## src/rtl/fetch_unit_pkg.sv

```systemverilog
// -----------------------------------------------------------------------------
// fetch_unit_pkg
//   Shared definitions for the instruction fetch unit:
//     - XLEN             : datapath / address width
//     - RESET_PC_DEFAULT : default first fetch address after reset
//     - fetch_state_e    : fetch FSM state encoding
//     - word_align()     : clears the byte-offset bits of an address
//     - pc_incr()        : sequential next-PC, wraps modulo 2^XLEN
// -----------------------------------------------------------------------------
package fetch_unit_pkg;

  localparam int unsigned XLEN = 32;

  localparam logic [XLEN-1:0] RESET_PC_DEFAULT = 32'h0000_0000;

  // Byte distance between consecutive instruction words.
  localparam logic [XLEN-1:0] INSTR_BYTES = 32'd4;

  typedef enum logic [1:0] {
    ST_IDLE = 2'd0,  // leaving reset, no request yet
    ST_REQ  = 2'd1,  // request outstanding, data wanted
    ST_DROP = 2'd2,  // request outstanding, data to be discarded
    ST_HOLD = 2'd3   // instruction held for decode
  } fetch_state_e;

  function automatic logic [XLEN-1:0] word_align(input logic [XLEN-1:0] addr);
    return {addr[XLEN-1:2], 2'b00};
  endfunction

  // Plain unsigned add: the carry out is dropped, so 0xFFFF_FFFC -> 0x0.
  function automatic logic [XLEN-1:0] pc_incr(input logic [XLEN-1:0] pc);
    return pc + INSTR_BYTES;
  endfunction

endpackage : fetch_unit_pkg

```

## src/rtl/fetch_unit_if.sv

```systemverilog
// -----------------------------------------------------------------------------
// fetch_unit_if
//   Bundles the fetch unit's three handshakes:
//     redirect : pc_load, new_pc_data                (execute -> fetch)
//     imem     : imem_req, imem_addr, imem_ack, imem_rdata
//     decode   : instr_valid, instr, instr_pc, instr_ready
//   modport master : view of the fetch unit itself
//   modport slave  : view of the surrounding pipeline / memory
// -----------------------------------------------------------------------------
interface fetch_unit_if;
  import fetch_unit_pkg::*;

  // Redirect from the execute stage
  logic            pc_load;
  logic [XLEN-1:0] new_pc_data;

  // Instruction memory port
  logic            imem_req;
  logic [XLEN-1:0] imem_addr;
  logic            imem_ack;
  logic [XLEN-1:0] imem_rdata;

  // Decode handoff
  logic            instr_valid;
  logic            instr_ready;
  logic [XLEN-1:0] instr;
  logic [XLEN-1:0] instr_pc;

  modport master (
    input  pc_load, new_pc_data,
    output imem_req, imem_addr,
    input  imem_ack, imem_rdata,
    output instr_valid, instr, instr_pc,
    input  instr_ready
  );

  modport slave (
    output pc_load, new_pc_data,
    input  imem_req, imem_addr,
    output imem_ack, imem_rdata,
    input  instr_valid, instr, instr_pc,
    output instr_ready
  );

endinterface : fetch_unit_if

```

## src/rtl/fetch_unit.sv

```systemverilog
// -----------------------------------------------------------------------------
// fetch_unit
//   Single-outstanding-request instruction fetch unit. Issues word-aligned
//   requests to instruction memory, hands each fetched word to decode with a
//   valid/ready handshake, and follows branch redirects from execute. A
//   redirect that arrives while a request is in flight lets that request
//   complete on the bus (address held stable) and throws its data away.
//
//   Parameters
//     RESET_PC : first fetch address after reset (word aligned)
//   Ports
//     clk  : clock, rising edge
//     rst  : asynchronous active-high reset
//     bus  : fetch_unit_if.master (redirect, imem and decode handshakes)
// -----------------------------------------------------------------------------
module fetch_unit
  import fetch_unit_pkg::*;
#(
  parameter logic [XLEN-1:0] RESET_PC = RESET_PC_DEFAULT
) (
  input  logic          clk,
  input  logic          rst,
  fetch_unit_if.master  bus
);

  // ---------------------------------------------------------------------------
  // State
  // ---------------------------------------------------------------------------
  fetch_state_e    state_q,     state_d;
  logic [XLEN-1:0] pc_q,        pc_d;        // address driven on imem_addr
  logic [XLEN-1:0] redir_q,     redir_d;     // target parked while in DROP
  logic [XLEN-1:0] instr_q,     instr_d;
  logic [XLEN-1:0] instr_pc_q,  instr_pc_d;
  logic            imem_req_q,  imem_req_d;
  logic            valid_q,     valid_d;

  logic [XLEN-1:0] target;

  assign target = word_align(bus.new_pc_data);

  // ---------------------------------------------------------------------------
  // Next-state logic
  // ---------------------------------------------------------------------------
  // NOTE: every signal written here gets a default first; a path that leaves
  // one unassigned would infer a latch.
  always_comb begin
    state_d    = state_q;
    pc_d       = pc_q;
    redir_d    = redir_q;
    instr_d    = instr_q;
    instr_pc_d = instr_pc_q;

    unique case (state_q)
      ST_IDLE: begin
        // Redirects are not honoured until the first request is issued.
        state_d = ST_REQ;
      end

      ST_REQ: begin
        if (bus.imem_ack) begin
          if (bus.pc_load) begin
            // Data belongs to the wrong path; restart at the target at once.
            pc_d    = target;
            state_d = ST_REQ;
          end else begin
            instr_d    = bus.imem_rdata;
            instr_pc_d = pc_q;
            pc_d       = pc_incr(pc_q);
            state_d    = ST_HOLD;
          end
        end else if (bus.pc_load) begin
          // The bus transfer cannot be withdrawn: keep pc_q (the bus address)
          // and park the target until the ack retires the stale request.
          redir_d = target;
          state_d = ST_DROP;
        end
      end

      ST_DROP: begin
        if (bus.imem_ack) begin
          // A redirect in the ack cycle is newer than the parked one.
          pc_d    = bus.pc_load ? target : redir_q;
          state_d = ST_REQ;
        end else if (bus.pc_load) begin
          redir_d = target;
        end
      end

      ST_HOLD: begin
        if (bus.pc_load) begin
          // A coincident instr_ready still counts as a completed handshake;
          // either way the held instruction is retired here.
          pc_d    = target;
          state_d = ST_REQ;
        end else if (bus.instr_ready) begin
          state_d = ST_REQ;
        end
      end

      default: state_d = ST_IDLE;
    endcase

    // Outputs are decoded from the next state and registered, so they are
    // glitch-free and valid from the first cycle of each state.
    imem_req_d = (state_d == ST_REQ) || (state_d == ST_DROP);
    valid_d    = (state_d == ST_HOLD);
  end

  // ---------------------------------------------------------------------------
  // Registers
  // ---------------------------------------------------------------------------
  // NOTE: sequential state uses non-blocking assignments so every register
  // samples pre-edge values regardless of statement order.
  always_ff @(posedge clk or posedge rst) begin
    if (rst) begin
      // NOTE: every flop here is reset, including the datapath registers, so
      // instr/instr_pc read as zero and an in-flight request is forgotten.
      state_q    <= ST_IDLE;
      pc_q       <= RESET_PC;
      redir_q    <= RESET_PC;
      instr_q    <= '0;
      instr_pc_q <= '0;
      imem_req_q <= 1'b0;
      valid_q    <= 1'b0;
    end else begin
      state_q    <= state_d;
      pc_q       <= pc_d;
      redir_q    <= redir_d;
      instr_q    <= instr_d;
      instr_pc_q <= instr_pc_d;
      imem_req_q <= imem_req_d;
      valid_q    <= valid_d;
    end
  end

  // ---------------------------------------------------------------------------
  // Output drive
  // ---------------------------------------------------------------------------
  assign bus.imem_req    = imem_req_q;
  assign bus.imem_addr   = pc_q;
  assign bus.instr_valid = valid_q;
  assign bus.instr       = instr_q;
  assign bus.instr_pc    = instr_pc_q;

endmodule : fetch_unit

```

## src/flat_wrapper.sv

```systemverilog
// flat-port wrapper written by rule: the top's interface ports become plain ports
module fetch_unit_flat import fetch_unit_pkg::*;
#(
  parameter logic [XLEN-1:0] RESET_PC = RESET_PC_DEFAULT
)
  (clk, rst, bus_pc_load, bus_new_pc_data, bus_imem_req, bus_imem_addr, bus_imem_ack, bus_imem_rdata, bus_instr_valid, bus_instr, bus_instr_pc, bus_instr_ready);
  fetch_unit_if bus_i ();
  input  logic clk;
  input  logic rst;
  input wire logic [$bits(bus_i.pc_load)-1:0] bus_pc_load;
  input wire logic [$bits(bus_i.new_pc_data)-1:0] bus_new_pc_data;
  output wire logic [$bits(bus_i.imem_req)-1:0] bus_imem_req;
  output wire logic [$bits(bus_i.imem_addr)-1:0] bus_imem_addr;
  input wire logic [$bits(bus_i.imem_ack)-1:0] bus_imem_ack;
  input wire logic [$bits(bus_i.imem_rdata)-1:0] bus_imem_rdata;
  output wire logic [$bits(bus_i.instr_valid)-1:0] bus_instr_valid;
  output wire logic [$bits(bus_i.instr)-1:0] bus_instr;
  output wire logic [$bits(bus_i.instr_pc)-1:0] bus_instr_pc;
  input wire logic [$bits(bus_i.instr_ready)-1:0] bus_instr_ready;
  assign bus_i.pc_load = bus_pc_load;
  assign bus_i.new_pc_data = bus_new_pc_data;
  assign bus_imem_req = bus_i.imem_req;
  assign bus_imem_addr = bus_i.imem_addr;
  assign bus_i.imem_ack = bus_imem_ack;
  assign bus_i.imem_rdata = bus_imem_rdata;
  assign bus_instr_valid = bus_i.instr_valid;
  assign bus_instr = bus_i.instr;
  assign bus_instr_pc = bus_i.instr_pc;
  assign bus_i.instr_ready = bus_instr_ready;
  fetch_unit #(.RESET_PC(RESET_PC)) u_core (.clk(clk), .rst(rst), .bus(bus_i));
endmodule
```

## config.mk

```make
export PLATFORM = sky130hd
export DESIGN_NAME = fetch_unit_flat
export DESIGN_NICKNAME = d
export VERILOG_FILES = /design/src/rtl/fetch_unit_pkg.sv /design/src/rtl/fetch_unit_if.sv /design/src/rtl/fetch_unit.sv /design/src/flat_wrapper.sv
export SDC_FILE = /design/constraint.sdc
export NUM_CORES = 1
export LEC_CHECK = 0
export ABC_AREA = 1
export ABC_CLOCK_PERIOD_IN_PS = 4490
export CORE_UTILIZATION = 44
export DETAILED_ROUTE_END_ITERATION = 6
export HOLD_SLACK_MARGIN = 0.03
export PLACE_DENSITY = 0.77
export SYNTH_ARGS = -nofsm -noshare
export SYNTH_HDL_FRONTEND = slang
export SYNTH_SLANG_ARGS = --single-unit
```

## constraint.sdc

```tcl
create_clock -name clk -period 4.49 [get_ports clk]
set_clock_uncertainty 0.1 [all_clocks]
set_input_delay 0.898 -clock clk [delete_from_list [all_inputs] [get_ports clk]]
set_output_delay 0.898 -clock clk [all_outputs]
set_load 0.05 [all_outputs]
```

-- After elaboration in Yosys (flattened, before gate mapping)
Cells that the tools add are included.
- flip-flop bits (word level): 132
- latch bits: 0
- RAM bits: 0
- ROM bits: 0
- input bits: 69
- output and inout port bits: 98
- word-level logic and storage cells: 39
- memories kept: 0
- add/sub/neg operators: 1
- $mul: 0
- divide/modulo/power cells: 0
- order comparisons: 0
- equality and inequality tests: 9
- shift-type cells: 0
- multiplexer cells: 13
- bitwise logic cells: 2
- reduce and logical (&&, ||, !) cells: 7
- operators by type and width (operator ; count):
    $mux 32 ; 5
    $pmux 32 s3 ; 1
    $add 32x3->32 const B ; 1
    $mux 2 ; 6
    $eq 2x2->1 const B ; 4
    $pmux 2 s4 ; 1
    $ne 2x2->1 const B ; 3
    $eq 2x1->1 const B ; 2
    $reduce_and 4->1 ; 1
    $reduce_and 3->1 ; 1
    $reduce_bool 3->1 ; 1
    $logic_not 2->1 ; 1
    $not 1->1 ; 2
    $reduce_and 2->1 ; 1
    $reduce_or 2->1 ; 1
    $logic_or 1x1->1 ; 1

-- Logic depth before layout (Yosys ltp)
Gate-level depths: netlist of run 1.
- word-level depth: 5
- depth in mapped cells: 11
- depth with buffers taken out: 11

-- Least setup slack after synthesis of run 1
Ideal clock, no wire load.
- kind: in2reg
- start point: input port bus_pc_load
- end point: register u_core.imem_req_q, in the netlist u_core.bus.imem_req
- library setup time: 126 ps
- data arrival time: 1866 ps
- data required time: 4264 ps
- path slack: 2398 ps
- stages: 7
- path buffers: 1
- cells stage by stage: buf_4 > nor2_1 > nand2_1 > clkinv_1 > a31oi_1 > a21oi_1 > ha_1
- longest elaborated chain between the ends: 5
- elaborated cells between the ends (all ways): 8
- those cells by class: eq/ne: 2; mux: 5; reduce/logical: 1
- ends and longest elaborated chain (item ; RTL line ; text):
    start, declared ; flat_wrapper.sv:10 ; input wire logic [$bits(bus_i.pc_load)-1:0] bus_pc_load;
    $mux 2 (on tied branches) ; fetch_unit.sv:71, fetch_unit.sv:61 ;
    $mux 2 ; fetch_unit.sv:60 ; if (bus.imem_ack) begin
    $pmux 2 s4 (*) ; fetch_unit.sv:53 ; unique case (state_q)
    net u_core.state_d[1] ; fetch_unit.sv:29 ; fetch_state_e state_q, state_d;
    $eq 2x1->1 or $eq 2x2->1 (tied branches) ; fetch_unit.sv:105 ; imem_req_d = (state_d == ST_REQ) || (state_d == ST_DROP);
    $logic_or 1x1->1 (*) ; fetch_unit.sv:105 ;
    net u_core.imem_req_d ; fetch_unit.sv:34 ; logic imem_req_q, imem_req_d;
    end signal, assigned ; fetch_unit.sv:131 ; imem_req_q <= imem_req_d;
    end, declared ; fetch_unit.sv:34 ;
Mark *: on every way through the listed nets, which the timed path passes. The rest lies on a longest branch.
A chain may end at the register's enable or synchronous reset.

-- Final worst setup path of run 1
- start point: register u_core.pc_q[18], in the netlist u_core.bus.imem_addr[18]
- end point: output port bus_imem_addr[18]
- RTL lines (item ; RTL line ; text):
    start, declared ; fetch_unit.sv:30 ; logic [XLEN-1:0] pc_q, pc_d;
    start signal, assigned ; fetch_unit.sv:127 ; pc_q <= pc_d;
    end, declared ; flat_wrapper.sv:13 ; output wire logic [$bits(bus_i.imem_addr)-1:0] bus_imem_addr;
No word-level cell between the ends.

==> impl_metrics.tcl, run 1 <==
set metrics [dict create \
    outcome "finished with violations" \
    violations "design-rule violations" \
    die_x_um 122.6 \
    timing.hold.ws_ps 368.6 \
    period_share_pct 63.11 \
    synth-compound-area-share_pct 13.16 \
    synth.area.top_cells "dfrtp_1 (52%), nand2_1 (17%), o21ai_0 (3.8%), inv_1 (3.7%), a22oi_1 (3.3%)" \
    ff_latch_area_um2 3303 \
    clk_latency_ps 410 \
    cts_buffers 17 \
    yosys.area.top_type_share_pct 51.61 \
    hp-start "u_core.redir_q[1]" \
    post_cts_buffers 0 \
    wl_per_cell_um 15.18 \
    p_sw_uw 3525 \
    synth_top_family_by_area "simple AND/OR/NAND/NOR gates" \
    nets 1023 \
    clkTransAtPathRegs_ps 50 \
    drv_slew 0 \
    synth.most_common_cell "nand2_1" \
    slew_headroom_pct 55.82 \
    ys_top_cells_by_count "nand2_1 (298), dfrtp_1 (132), inv_1 (63), o21ai_0 (49), nor2_1 (43)" \
    power_leakage_uw 0.004186 \
    cts.htree.levels 4 \
    endpoint_kind "primary output" \
    yosys.area_share.xor_xnor_pct 0 \
    powerDensity_nw_per_um2 835.1 \
    synth_simple_gate_area_share_pct 27.12 \
    grt_overflow 0 \
    finalCriticalPeriod_ps 2834 \
    seqPwrFrac_pct 29.6 \
    worstPathArrival_ps 1840 \
    synth_flop_cell "dfrtp_1" \
    hold_viol_final 0 \
    avgSynthCellArea_um2 8.132 \
    max_stage_delay_ps 890 \
    final-setup-viol-count 0 \
    drc 2 \
    grt_pass1_vias 5355 \
    multi_input_area_um2 2670 \
    synth_top_cell_by_area "dfrtp_1" \
    die-area_um2 15030 \
    wirelength_um 17240 \
    rsz0062_at_grt "no" \
    grtUsageTotal_pct 23.99 \
    crit_family "buffers and inverters" \
    muxShareOfSynthArea_pct 0 \
    drt-initial-drc-count 475 \
    num_antenna_cells 0 \
    synth_cell_type_count 33 \
    crit_chain "clkdlybuf4s50_1" \
    viasPerCell 5.168 \
    start_util_pct 45.58 \
    ant_nets 0 \
    yosys_warnings 0 \
    cpMaxStageDelayCell "clkdlybuf4s50_1" \
    syn_area_um2 6400 \
    crit_fanout 7 \
    antenna_found_initial 0 \
    areaGrowthSynthToFinish_pct 36.52 \
    fin_tns_setup_ps 0 \
    gp_congestion 0.8818 \
    syn_inst 787 \
    mappedNetlistNets 863 \
    p_int_uw 3771 \
    cts_root_buf "clkbuf_16" \
    seq_area_frac_synth_pct 51.61 \
    critical_path_buf_inv_count 1 \
    cp-start-kind "flop" \
    clkSinkCount 132 \
    grt_pass1_wl_um 27330 \
    worst_slew_pin_slew_ps 662.6 \
    layout-drive-gt1-share_pct 7.636 \
    worst-setup-path-type "flop to primary output" \
    clk_path_buf_depth 2 \
    io_buffers 164 \
    grt_max_degree 106 \
    vias 5871 \
    hold_buffers 0 \
    synthAdderAreaFrac_pct 1.369 \
    r2r_setup_slack_ps 1870 \
    power_frac_comb_pct 53.0 \
    reg2reg_from "u_core.state_q[0]" \
    io-pin-count 167 \
    cp.required_ps 3490 \
    pwr-share-clk_pct 17.4 \
    ir_drop_uv 418.0 \
    rows 43 \
    cts_tree "yes" \
    async_reset_ff_share_pct 100.0 \
    core_area_um2 14040 \
    fp.dieH_um 122.6 \
    ctsResizeCount 0 \
    synth_edf_count 0 \
    synth-seq-cells 132 \
    cap_violations 0 \
    dr.pass1.iters 7 \
    worstHoldEndpoint "u_core.redir_q[1]" \
    reg2reg_to "u_core.bus.imem_addr[12]" \
    switching_share_pct 48.32 \
    fillers 1198 \
    min_path_cells 2 \
    worst_hold_path_type "flop to flop" \
    reg2reg_depth 9 \
    clock.fmax_ghz 0.3529 \
    dp_hpwl_um 12160 \
]
## sequential cells by signal, summed over array words and instances, names as in the netlist
name / flops
u_core.bus.imem_addr: 32
u_core.bus.imem_req: 1
u_core.bus.instr: 32
u_core.bus.instr_pc: 32
u_core.bus.instr_valid: 1
u_core.redir_q: 32
u_core.state_q: 2
## area by class of cell
type | count | area share [%]
sequential | 132 | 37.81
multi-input combinational | 553 | 30.56
timing repair buffer | 175 | 19.88
inverter | 68 | 2.993
clock buffer | 23 | 5.585
tap | 180 | 2.578
clock inverter | 5 | 0.6015
## through the flow
stage	setup slack [ps]	power [uW]	cells	util, %	area (um^2)
2_1_floorplan	1855	4750	787	-	6404
3_3_place_gp	1671	5954	1108	58.37	8197
3_5_place_dp	1639	6021	1108	58.37	8197
4_1_cts	1652	7320	1136	62.22	8737
5_1_grt	1627	7736	1136	62.22	8737
6_report	1656	7296	1136	62.22	8737
## worst max path at each step
stage	from	to	slack, ps	depth (start not counted)
after floorplan	rst	u_core.bus.imem_addr[0]	1850	1
after global placement	bus_pc_load	u_core.bus.imem_addr[11]	1670	9
after detailed placement	bus_pc_load	u_core.bus.imem_addr[8]	1640	7
after CTS	u_core.bus.imem_addr[18]	bus_imem_addr[18]	1650	1
after global routing	u_core.bus.imem_addr[17]	bus_imem_addr[17]	1630	1
final	u_core.bus.imem_addr[18]	bus_imem_addr[18]	1660	1
## cell families after synthesis
kind of cell	Yosys count
simple gates	412
compound gates	134
flops	132
buf+inv	102
fa+ha+maj	7
## layer usage
metal | GRT usage (%) | up-vias | routed length, um
li1 | - | 2868 | -
met1 | 33.28 | 2719 | 7805
met2 | 35.67 | 256 | 7673
met3 | 5.437 | 28 | 1362
met4 | 10.98 | 0 | 401
met5 | 0 | - | 0
## power by group through the flow
stage | sequential, uW | combinational [uW] | clock [uW]
5_1_grt | 2230 | 4160 | 1350
3_3_place_gp | 2140 | 3810 | 0
4_1_cts | 2150 | 3870 | 1290
3_5_place_dp | 2160 | 3860 | 0
2_1_floorplan | 3450 | 1300 | 0
6_report | 2160 | 3870 | 1270
## layout by cell type (no fill, tap or decap), drive strengths merged, types with 23 or more instances in the layout
cell type	n
a21oi	29
clkdlybuf4s50	164
o21ai	51
clkbuf	23
a22oi	28
nand3	41
dfrtp	132
inv	66
nor2	59
nand2	305
Note: power is estimated with default switching activity, not from simulation.
==> inputs of run 2 (changes only) <==
- ABC_CLOCK_PERIOD_IN_PS: 4490 -> 2500
- clock period: 4.49 -> 2.5 ns (I/O delays scaled with it)
==> run 2 against run 1 <==
Compared with the run above:
- the run now ends clean
- critical path type unchanged
- total power is 87% higher
- largest power group unchanged
- hold slack better by 2.0 ps
- cell count rose by 1.2%
- die area stayed put
- critical endpoint is now bus_imem_addr[10]
- global-route usage increased by 0.66 points
- first-iteration DRC count decreased by 6.9%
- sequential share of layout area is 1.1 points lower
- final area up 3.1%
- highest routed layer unchanged
- via count grew 0.70%
- sequential cell count unchanged
- non-clock buffer count up 10
==> impl_metrics.tcl, run 2 (synthesis results as in run 1) <==
set metrics [dict create \
    outcome "complete, no violations" \
    vias 5912 \
    ant_nets 0 \
    drv_slew 0 \
    crit_family "buffers and inverters" \
    cts_tree "yes" \
    nets 1033 \
    grt_max_degree 87 \
    layout-drive-gt1-share_pct 9.175 \
    setup_slack_ps 131.5 \
    drt-initial-drc-count 442 \
    worst-setup-path-type "flop to primary output" \
    cap_violations 0 \
    cts_buffers 17 \
    critical_path_cell_count 1 \
    crit_chain "clkdlybuf4s50_1" \
    die-area_um2 15030 \
    wl_per_cell_um 15.24 \
    cts.htree.levels 4 \
    finalCriticalPeriod_ps 2369 \
    die_x_um 122.6 \
    clkSinkCount 132 \
    powerDensity_nw_per_um2 1517 \
    pre_cts_ws_ps -14.12 \
    final_cells 1150 \
    max_stage_delay_ps 870 \
    cpMaxStageDelayCell "clkdlybuf4s50_1" \
    clk_path_buf_depth 2 \
    critical_path_buf_inv_count 1 \
    drc 0 \
    clkTransAtPathRegs_ps 60 \
    hold_buffers 0 \
    grt_pass1_wl_um 28030 \
    num_antenna_cells 0 \
    worst_slew_pin_slew_ps 1050 \
    core_area_um2 14040 \
    use_met2_pct 37.64 \
    crit_fanout 6 \
    grt_pass1_vias 5567 \
    wirelength_um 17520 \
    rsz0062_at_grt "no" \
    areaGrowthSynthToFinish_pct 40.78 \
    dp_cells 1118 \
    cp.required_ps 1900 \
    gp_congestion 0.8764 \
    dp_hpwl_um 12320 \
    io-pin-count 167 \
    timing.hold.ws_ps 370.5 \
    dr.pass1.iters 6 \
    grt_use_met1_pct 32.54 \
    grtUsageTotal_pct 24.65 \
    min_path_cells 2 \
    ir_drop_uv 882.9 \
    ctsResizeCount 0 \
    gr-usage-met3_pct 6.180 \
    viasPerCell 5.141 \
    busiest_layer "met2" \
    clock.fmax_ghz 0.4222 \
    final_common_cell "nand2_1" \
    worst_hold_path_type "flop to flop" \
    stdcell_area_um2 9010 \
    cts_root_buf "clkbuf_16" \
    ff_latch_area_um2 3303 \
    slew_headroom_pct 29.72 \
    grt_overflow 0 \
    fillers 1160 \
    final_cell_mix "nand2_1 (297), clkdlybuf4s50_1 (164), dfrtp_1 (132), inv_1 (62), o21ai_0 (49)" \
    clk_latency_ps 420 \
    rows 43 \
    period_share_pct 94.74 \
    final-setup-viol-count 0 \
    multi_input_area_um2 2670 \
    start_util_pct 45.58 \
    io_buffers 164 \
    antenna_found_initial 0 \
    cp-start-kind "flop" \
    reg2reg_depth 6 \
    post_cts_buffers 0 \
    worstPathArrival_ps 1770 \
    dpl_cell_area_um2 8359 \
    endpoint_kind "primary output" \
    power_leakage_uw 0.004318 \
    hold_viol_final 0 \
    fp.dieH_um 122.6 \
]
## run 2: cell count changes in the layout (fill, tap and decap cells not counted), moves of 2 or more
cell	before	now
clkbuf_1	2	0
bufinv_16	1	3
buf_4	10	13
buf_12	1	8
clkbuf_8	4	8
## run 2: path summary, 6_finish.rpt
path / slack [ps] / end / start
max: 130 / bus_imem_addr[10] / u_core.bus.imem_addr[10]
min: 370 / u_core.redir_q[1] / u_core.redir_q[1]
max reg2reg: 180 / u_core.bus.imem_addr[27] / u_core.state_q[0]
min reg2reg: 370 / u_core.redir_q[1] / u_core.redir_q[1]
max in group asynchronous: 1470 / u_core.redir_q[24] / rst
min in group asynchronous: 440 / u_core.bus.instr[3] / rst
## run 2: final cells by class
type / count / area share [%]
Timing Repair Buffer: 185 / 21.08
Clock buffer: 25 / 5.944
Sequential cell: 132 / 36.66
Clock inverter: 7 / 1.278
Tap cell: 180 / 2.500
Inverter: 68 / 2.902
Multi-Input combinational cell: 553 / 29.63
## run 2: through the flow
stage                     total power [uW]  setup TNS (ps)  utilization (%)
after CTS                            13720               0            64.16
after global placement               10860               0            59.53
after detailed placement             10990          -14.12            59.53
final                                13670               0            64.16
after floorplan                       8532               0                -
after global routing                 14460               0            64.16
## run 2: per-layer routing
layer	wire [um]	part of all wire, %	vias up
met5	0	0	-
met4	473	2.7	0
met3	1462	8.3	37
met2	7917	45	257
met1	7668	44	2724
li1	-	-	2894
## run 2: power by group
group | internal [uW] | total (uW) | leakage [uW] | switching [uW]
logic | 2380 | 7170 | 0.00236 | 4790
clock network | 1780 | 2670 | 0.000318 | 890
registers | 3100 | 3830 | 0.00164 | 729
==> inputs of run 3 (changes only) <==
--- a/config.mk
+++ b/config.mk
@@ -7,5 +7,4 @@
 export LEC_CHECK = 0
 export ABC_AREA = 1
-export ABC_CLOCK_PERIOD_IN_PS = 2500
 export CORE_UTILIZATION = 44
 export DETAILED_ROUTE_END_ITERATION = 6
==> constraint.sdc (replaced) <==
create_clock -name clk -period 2.5 [get_ports clk]
set_clock_uncertainty 0.1 [all_clocks]
set_input_delay 0.5 -clock clk [delete_from_list [all_inputs] [get_ports clk]]
set_output_delay 0.5 -clock clk [all_outputs]
set_load 0.01 [all_outputs]
==> run 3 against run 2 <==
Compared with the run above:
- die area stayed put
- register-to-register slack better by 30 ps
- critical endpoint is now u_core.bus.imem_addr[16]
- critical path type is now flop to flop
- sequential power is 1% higher
- largest cell class unchanged
- hold slack worse by 1.0 ps
==> impl_metrics.tcl, run 3 (synthesis results as in run 1) <==
set metrics [dict create \
    powerDensity_nw_per_um2 1277 \
    drc 0 \
    clkTransAtPathRegs_ps 60 \
    cts_buffers 17 \
    drt-initial-drc-count 532 \
    final_common_cell "nand2_1" \
    cp.required_ps 2730 \
    hold_buffers 0 \
    ir_drop_uv 783.0 \
    dp_cells 1117 \
    layout-drive-gt1-share_pct 9.091 \
    finalCriticalPeriod_ps 2289 \
    cts_tree "yes" \
    crit_fanout 19 \
    final-setup-viol-count 0 \
    cap_violations 0 \
    final_cell_mix "nand2_1 (297), clkdlybuf4s50_1 (164), dfrtp_1 (132), inv_1 (62), o21ai_0 (49)" \
    slew_headroom_pct 47.86 \
    power_uw 11430 \
    worst_hold_path_type "flop to flop" \
    clk_path_buf_depth 2 \
    num_antenna_cells 0 \
    final_core_util_pct 63.74 \
    cts.htree.levels 4 \
    die-area_um2 15030 \
    start_util_pct 45.58 \
    power_leakage_uw 0.004295 \
    grtUsageTotal_pct 24.42 \
    clock.fmax_ghz 0.4368 \
    ant_nets 0 \
    viasPerCell 5.213 \
    hold_viol_final 0 \
    period_share_pct 91.58 \
    grt_overflow 0 \
    drv_slew 0 \
    final_cells 1148 \
    gp_congestion 0.8928 \
    grt_max_degree 99 \
    grt_pass1_wl_um 27730 \
    vias 5984 \
    cpMaxStageDelayCell "nor2_2" \
    core_area_um2 14040 \
    fillers 1182 \
    endpoint_kind "flop" \
    outcome "complete, no violations" \
    nets 1032 \
    worst_slew_pin_slew_ps 781.2 \
    dp_hpwl_um 12410 \
    clkSinkCount 132 \
    io-pin-count 167 \
    io_buffers 164 \
    worstPathArrival_ps 2520 \
    areaGrowthSynthToFinish_pct 39.84 \
    antenna_found_initial 0 \
    cp-start-kind "flop" \
    rsz0062_at_grt "no" \
    ff_latch_area_um2 3303 \
    worst-setup-path-type "flop to flop" \
    rows 43 \
    crit_chain "inv_1 -> ha_1 -> inv_1 -> nor2_2 -> buf_12 -> a22oi_1 -> a22oi_1" \
    min_path_cells 2 \
    wl_per_cell_um 15.42 \
    die_x_um 122.6 \
    grt_pass1_vias 5554 \
    cts_root_buf "clkbuf_16" \
    clk_latency_ps 420 \
    reg2reg_depth 7 \
    dr.pass1.iters 6 \
    max_stage_delay_ps 610 \
    fp.dieH_um 122.6 \
    wirelength_um 17700 \
    multi_input_area_um2 2673 \
]
-- run 3: changes by cell type in the layout (fill, tap and decap cells not counted), sizes merged --
cell	delta
clkbuf	-4
clkinvlp	-1
buf	-1
clkinv	+3
bufinv	+1
-- run 3: report_power, final --
group          total (uW)  switching, uW  internal (uW)  leakage [uW]
Clock                2640            880           1760      0.000314
Combinational        4920           2590           2340       0.00234
Sequential           3870            771           3100       0.00164
-- run 3: layout make-up --
type / instances / area share [%]
inverters: 68 / 2.922
clock inverters: 10 / 1.706
well taps: 180 / 2.516
repair buffers: 184 / 20.72
flip-flops and latches: 132 / 36.91
clock buffers: 21 / 5.368
multi-input cells: 553 / 29.86
-- run 3: path summary, 6_finish.rpt --
| kind | start | to | slack [ps] |
|---|---|---|---|
| max in group asynchronous | rst | u_core.bus.imem_addr[20] | 1380 |
| worst max register to register | u_core.state_q[0] | u_core.bus.imem_addr[16] | 210 |
| worst min register to register | u_core.redir_q[17] | u_core.redir_q[17] | 370 |
| worst max-delay path | u_core.state_q[0] | u_core.bus.imem_addr[16] | 210 |
| worst min-delay path | u_core.redir_q[17] | u_core.redir_q[17] | 370 |
| min in group asynchronous | rst | u_core.bus.instr_pc[9] | 470 |
-- run 3: what timing repair did --
item | 4_1_cts | 5_1_grt
gates resized for setup | 0 | 1
setup endpoints to repair | 0 | 4
endpoints found under the hold margin | 0 | 0
setup buffers | 0 | 0
-- run 3: worst max-delay path, delay by kind of cell, from the launching register on --
| kind | cells | cell delay (ps) |
|---|---|---|
| adders and majority gates | 1 | 270 |
| DFF | 1 | 420 |
| and+or+nand+nor | 1 | 610 |
| AOI/OAI and AO/OA | 2 | 350 |
| buffers and inverters | 3 | 440 |
-- run 3: routing by layer --
metal / routed length, um / GRT usage, % / vias up
met5: 0 / 0 / -
met4: 419 / 12.20 / 0
met3: 1306 / 4.879 / 34
met2: 7990 / 37.75 / 264
met1: 7985 / 32.66 / 2784
li1: - / - / 2902
-- run 3: per-stage QoR --
step                      setup slack [ps]  setup TNS [ps]  area, um^2  hold slack (ps)
after floorplan                      262.8               0        6404            337.0
after global placement              -18.97          -18.97        8314            351.2
after detailed placement            -97.95          -582.2        8314            357.6
after CTS                            155.6               0        8947            372.8
after global routing                 99.64               0        8950            387.5
final                                210.6               0        8950            369.5
